`src/rtl/entrada_serial_digitos_fd.sv`:
```
// rtl/entrada_serial_digitos_fd.sv - 7E2 serial receiver packing a "ddd#" message into 12-bit BCD (option macro: RX_PARITY_CHECK_EN)
module entrada_serial_digitos_fd #(
  parameter int CLKS_PER_BIT = 434
) (
  input  logic        clock,
  input  logic        reset,
  input  logic        entrada_serial,
  output logic [11:0] dados,
  output logic        pronto,
  output logic        erro,
  output logic        recebendo
);

  localparam int            TW        = $clog2(CLKS_PER_BIT);
  localparam logic [TW-1:0] TICK_FULL = TW'(CLKS_PER_BIT - 1);
  localparam logic [TW-1:0] TICK_HALF = TW'(CLKS_PER_BIT / 2 - 1);

  typedef enum logic [2:0] {
    F_IDLE,
    F_START,
    F_DATA,
    F_PARITY,
    F_STOP1,
    F_STOP2,
    F_ENTREGA
  } frame_state_t;

  typedef enum logic [1:0] {
    S_D0,
    S_D1,
    S_D2,
    S_HASH
  } seq_state_t;

  // line synchroniser and edge history (idle level is high)
  logic rx_meta;
  logic rx_sync;
  logic rx_prev;

  // frame FSM state
  frame_state_t  frame_state;
  frame_state_t  frame_next;
  logic [TW-1:0] tick;
  logic [TW-1:0] tick_next;
  logic [2:0]    bit_cnt;
  logic [2:0]    bit_cnt_next;
  logic [6:0]    shift;
  logic [6:0]    shift_next;
  logic          frame_err;
  logic          byte_strobe;
`ifdef RX_PARITY_CHECK_EN
  logic          par_ok;
  logic          par_ok_next;
`endif

  // sequence FSM state
  seq_state_t  seq_state;
  seq_state_t  seq_next;
  logic [11:0] staged;
  logic [11:0] staged_next;
  logic [11:0] dados_next;
  logic        pronto_next;
  logic        erro_next;
  logic        is_digit;
  logic        is_hash;

  // two-flop synchroniser on the async line plus one stage for falling-edge detection
  always_ff @(posedge clock) begin
    if (reset) begin
      rx_meta <= 1'b1;
      rx_sync <= 1'b1;
      rx_prev <= 1'b1;
    end else begin
      rx_meta <= entrada_serial;
      rx_sync <= rx_meta;
      rx_prev <= rx_sync;
    end
  end

  // frame FSM registers: state, bit timing, bit count and shift register
  always_ff @(posedge clock) begin
    if (reset) begin
      frame_state <= F_IDLE;
      tick        <= '0;
      bit_cnt     <= '0;
      shift       <= '0;
`ifdef RX_PARITY_CHECK_EN
      par_ok      <= 1'b0;
`endif
    end else begin
      frame_state <= frame_next;
      tick        <= tick_next;
      bit_cnt     <= bit_cnt_next;
      shift       <= shift_next;
`ifdef RX_PARITY_CHECK_EN
      par_ok      <= par_ok_next;
`endif
    end
  end

  // frame FSM next state: half-bit wait to centre on the start bit, then one sample per bit period
  always_comb begin
    frame_next   = frame_state;
    tick_next    = tick + 1'b1;
    bit_cnt_next = bit_cnt;
    shift_next   = shift;
    frame_err    = 1'b0;
    byte_strobe  = 1'b0;
`ifdef RX_PARITY_CHECK_EN
    par_ok_next  = par_ok;
`endif
    unique case (frame_state)
      F_IDLE: begin
        tick_next = '0;
        if (rx_prev && !rx_sync) begin
          frame_next = F_START;
        end
      end
      F_START: begin
        if (tick == TICK_HALF) begin
          tick_next    = '0;
          bit_cnt_next = '0;
          // a line already back high at mid start bit was only a glitch
          frame_next   = rx_sync ? F_IDLE : F_DATA;
        end
      end
      F_DATA: begin
        if (tick == TICK_FULL) begin
          tick_next    = '0;
          shift_next   = {rx_sync, shift[6:1]};
          bit_cnt_next = bit_cnt + 3'd1;
          if (bit_cnt == 3'd6) begin
            frame_next = F_PARITY;
          end
        end
      end
      F_PARITY: begin
        if (tick == TICK_FULL) begin
          tick_next   = '0;
`ifdef RX_PARITY_CHECK_EN
          par_ok_next = ~(^{shift, rx_sync});
`endif
          frame_next  = F_STOP1;
        end
      end
      F_STOP1: begin
        if (tick == TICK_FULL) begin
          tick_next = '0;
          if (!rx_sync) begin
            frame_err  = 1'b1;
            frame_next = F_IDLE;
          end else begin
            frame_next = F_STOP2;
          end
        end
      end
      F_STOP2: begin
        if (tick == TICK_FULL) begin
          tick_next = '0;
          if (!rx_sync) begin
            frame_err  = 1'b1;
            frame_next = F_IDLE;
          end else begin
            frame_next = F_ENTREGA;
          end
        end
      end
      F_ENTREGA: begin
        tick_next   = '0;
        byte_strobe = 1'b1;
        frame_next  = F_IDLE;
      end
      default: begin
        tick_next  = '0;
        frame_next = F_IDLE;
      end
    endcase
  end

  assign recebendo = (frame_state != F_IDLE) && (frame_state != F_ENTREGA);

  assign is_digit = (shift[6:4] == 3'b011) && (shift[3:0] <= 4'd9);
  assign is_hash  = (shift == 7'h23);

  // sequence FSM registers and the registered output pulses
  always_ff @(posedge clock) begin
    if (reset) begin
      seq_state <= S_D0;
      staged    <= '0;
      dados     <= '0;
      pronto    <= 1'b0;
      erro      <= 1'b0;
    end else begin
      seq_state <= seq_next;
      staged    <= staged_next;
      dados     <= dados_next;
      pronto    <= pronto_next;
      erro      <= erro_next;
    end
  end

  // sequence FSM next state: three ASCII digits then '#', anything else restarts the message
  always_comb begin
    seq_next    = seq_state;
    staged_next = staged;
    dados_next  = dados;
    pronto_next = 1'b0;
    erro_next   = frame_err;
    if (frame_err) begin
      seq_next = S_D0;
    end else if (byte_strobe) begin
`ifdef RX_PARITY_CHECK_EN
      if (!par_ok) begin
        erro_next = 1'b1;
        seq_next  = S_D0;
      end else
`endif
      begin
        unique case (seq_state)
          S_D0: begin
            if (is_digit) begin
              staged_next[11:8] = shift[3:0];
              seq_next          = S_D1;
            end else begin
              erro_next = 1'b1;
              seq_next  = S_D0;
            end
          end
          S_D1: begin
            if (is_digit) begin
              staged_next[7:4] = shift[3:0];
              seq_next         = S_D2;
            end else begin
              erro_next = 1'b1;
              seq_next  = S_D0;
            end
          end
          S_D2: begin
            if (is_digit) begin
              staged_next[3:0] = shift[3:0];
              seq_next         = S_HASH;
            end else begin
              erro_next = 1'b1;
              seq_next  = S_D0;
            end
          end
          S_HASH: begin
            if (is_hash) begin
              dados_next  = staged;
              pronto_next = 1'b1;
            end else begin
              erro_next = 1'b1;
            end
            seq_next = S_D0;
          end
          default: begin
            seq_next = S_D0;
          end
        endcase
      end
    end
  end

endmodule

```
`config.mk`:
```
export PLATFORM = sky130hd
export DESIGN_NAME = entrada_serial_digitos_fd
export DESIGN_NICKNAME = d
export VERILOG_FILES = /design/src/rtl/entrada_serial_digitos_fd.sv
export SDC_FILE = /design/constraint.sdc
export NUM_CORES = 1
export LEC_CHECK = 0
export ABC_AREA = 1
export CELL_PAD_IN_SITES_DETAIL_PLACEMENT = 1
export CELL_PAD_IN_SITES_GLOBAL_PLACEMENT = 2
export CORE_MARGIN = 2
export CORE_UTILIZATION = 35
export CTS_CLUSTER_SIZE = 30
export DETAILED_ROUTE_END_ITERATION = 16
export PLACE_DENSITY_LB_ADDON = 0.1
export SETUP_SLACK_MARGIN = 0.2
export SLEW_MARGIN = 0
export SYNTH_ARGS = -nofsm -noshare
export SYNTH_HDL_FRONTEND = slang
export SYNTH_SLANG_ARGS = --single-unit
```
`constraint.sdc`:
```
create_clock -name clock -period 2.3 [get_ports clock]
set_input_delay 0.345 -clock clock [delete_from_list [all_inputs] [get_ports clock]]
set_output_delay 0.345 -clock clock [all_outputs]
set_load 0.1 [all_outputs]
```
==> impl_results.md <==
* Outcome: completed
* Yosys cell types at 27
* FF+latch count, synth at 53
* Synth top area cells: dfxtp_1, nor2_1, nand2_1
* Max Slew Vio Count at 0
* Antenna cell count at 0
* Top delay family on crit path: flip-flops
* Fin. Hold Viols at 0
* Layout cells sized above 1 at 0.1224
* Ys async rst share at 0
* CP endpoint kind: output pin
* Fin util at 0.4130
* Clk buf depth at 2
* Register area at 1061 um2
* RD Place Congestion at 0.7787
* WP data required at just under 2 ns
* Largest stage delay, worst path at 0.50 ns
* Fillcell total at 806
* Final-report setup violation count at 0
* DP Wirelength at 3876 um
* Core area at roughly 6400 um2
* Clk slew on worst S/H paths at 0.09 ns
* Fin crit period at 1.781 ns
* Worst path cell trace: nor2_4, nand2_2, inv_2, a21oi_2, buf_12
* Grt ovf at 0
* Initial antenna violation count at 0
* Clock Skew at just under 0.01 ns
* Critical path class: flop to output pin
* Synth warn at 0
* Commonest non-fill, non-tap cell in the layout: nor2_1
* Ports at 18
* Number of port buffers at 17
* FMAX at 561.5 MHz
* Critical Path Source Type: flop
* Critical path's slowest cell: dfxtp_1
* Drt total wl at 5231 um
* Pin count of the biggest net entering global routing at 32
* Power Density at 915.0 nW/um2
* Setup TNS at 0 ns
* Die width at 85.33 um
* CTS tree: yes
* Die Y at 85.33 um
* CP Buf/Inv Count at 2
* Ys flop type: dfxtp_1
* Sequential area share after synthesis at 0.4584
* CTS resizes at 0
* CTS Buf Count at 5
* Compound-gate portion of the synthesized area at 0.1168
* Mean post-synth cell area at 7.325 um2
* Largest area contributor in the netlist: dfxtp_1
* Mapped Cells at around 320
* XOR/XNOR share of the synthesized area at 0.01892
* Die area at 7280 um2
* Max-slew headroom at 0.7277
* Starting density of the core at 0.3625
* RSZ-0062 raised after global routing: false
* Top cell type's share of synthesized area at 0.4584
* Leakage at 1.156 nW
* Multiplexer area fraction after synthesis at 0
* Largest family of logic cells by synthesized area: simple AND/OR/NAND/NOR gates
* NumNets Final at ~340
* # H-tree levels at 2
* P&R area growth vs syn at 13.95%
* Post-Synth Simple-Gate Area at 0.3027
* CTS root buffer: clkbuf_8
* WL/cell at between 10 and 15 um
* Slew @ Worst Pin at ~0.4 ns
* Clock sinks at 53
* Drt first pass iters at 4
* # hold bufs at CTS at 0
* Global-route wire length before repair at 9459 um
* Iter 0 DRT Violations at 66
* Post-Syn Nets at 324
* Post-placement cell area at about 2500 um2
* Post-synth EDFFs at 0
* Post-Synth Adder-Cell Area at 0.02703
* Cell area after layout at 2638 um2
* Critical Path Fanout Max at 7
* Total GRT Usage at 0.1608
* Final Cycle Share at 0.7743
* Drt via density at 4.779
* Vias in the first global route at 1987
* Vias at between 1500 and 2000
* Footprint of the multi-input gates at 1081 um2
* Maximum vdd ir drop at slightly below 500 uV
* Most frequent cells in the layout: nor2_1, dfxtp_1, nand2_1
* Worst Hold Class: flop to flop
* Drt drc at 0
* Crit path DAT at 1.44 ns
* Cell Area, Synth at ~2300 um2
* Setup Fix Bufs, Post-CTS at 0
* Total of max-cap violations at 0
* Clock latency on the worst-skew pair at 0.31 ns
* Routed Antenna Nets at 0
* Row count at 29
==> metrics by stage <==
step	hold slack, ns	total power, mW	setup slack [ns]	instances
CTS	0.4248	2.462	0.4778	412
finish	0.4205	2.413	0.5192	412
floorplan	0.3895	1.601	0.4813	316
global route	0.4474	2.598	0.3526	412
global placement	0.3914	1.812	0.6091	404
detailed placement	0.4022	1.813	0.5551	404
==> synthesized netlist by cell type, types with 3 or more instances <==
master,n
or2_2,3
dfxtp_1,53
nand3_1,11
nor3b_1,3
a21oi_1,18
nor2_1,74
xor2_1,4
nand2_2,5
ha_1,5
o21ai_0,30
buf_2,3
nand2_1,49
inv_1,32
nor3_1,4
nand4_1,5
==> registers in the layout, summed over array words and instances (netlist names), 2 cells and up <==
| name | count |
|---|---|
| bit_cnt | 3 |
| tick | 9 |
| shift | 7 |
| dados | 12 |
| staged | 12 |
| frame_state | 3 |
| seq_state | 2 |
==> routing by layer <==
metal  GRT usage  up-vias  wire length (um)
li1            -     1040                 -
met1      0.2232      904              2754
met2      0.2550       20              2310
met3     0.03210        5               117
met4     0.04329        0                48
met5           0        -                 0
==> final timing paths <==
path / startpoint / to / slack [ns] / depth (start not counted)
worst max register to register: tick[0] / shift[3] / 0.62 / 8
worst max-delay path: frame_state[0] / recebendo / 0.52 / 5
worst min-delay path: rx_meta / rx_sync / 0.42 / 1
worst min register to register: rx_meta / rx_sync / 0.42 / 1
==> report_power, final <==
part           switching, mW  internal (mW)
logic                  0.505          0.240
registers             0.0677          0.965
clock network          0.308          0.327
==> area by class of cell <==
cell class                      count  share of cell area
Inverter                           34             0.04839
Multi-Input combinational cell    221              0.4099
Tap cell                           77             0.03653
Clock buffer                        6             0.02751
Clock inverter                      2             0.01471
Timing Repair Buffer               19             0.06072
Sequential cell                    53              0.4023
==> kinds of logic (layout without fill, tap and decap cells) <==
kind of cell    after synthesis  count (layout)
compound gates               52              52
xor+xnor                      5               5
fa+ha+maj                     5               5
buf+inv                      42              61
flops                        53              53
simple gates                159             159
(Power assumes the default switching activity.)
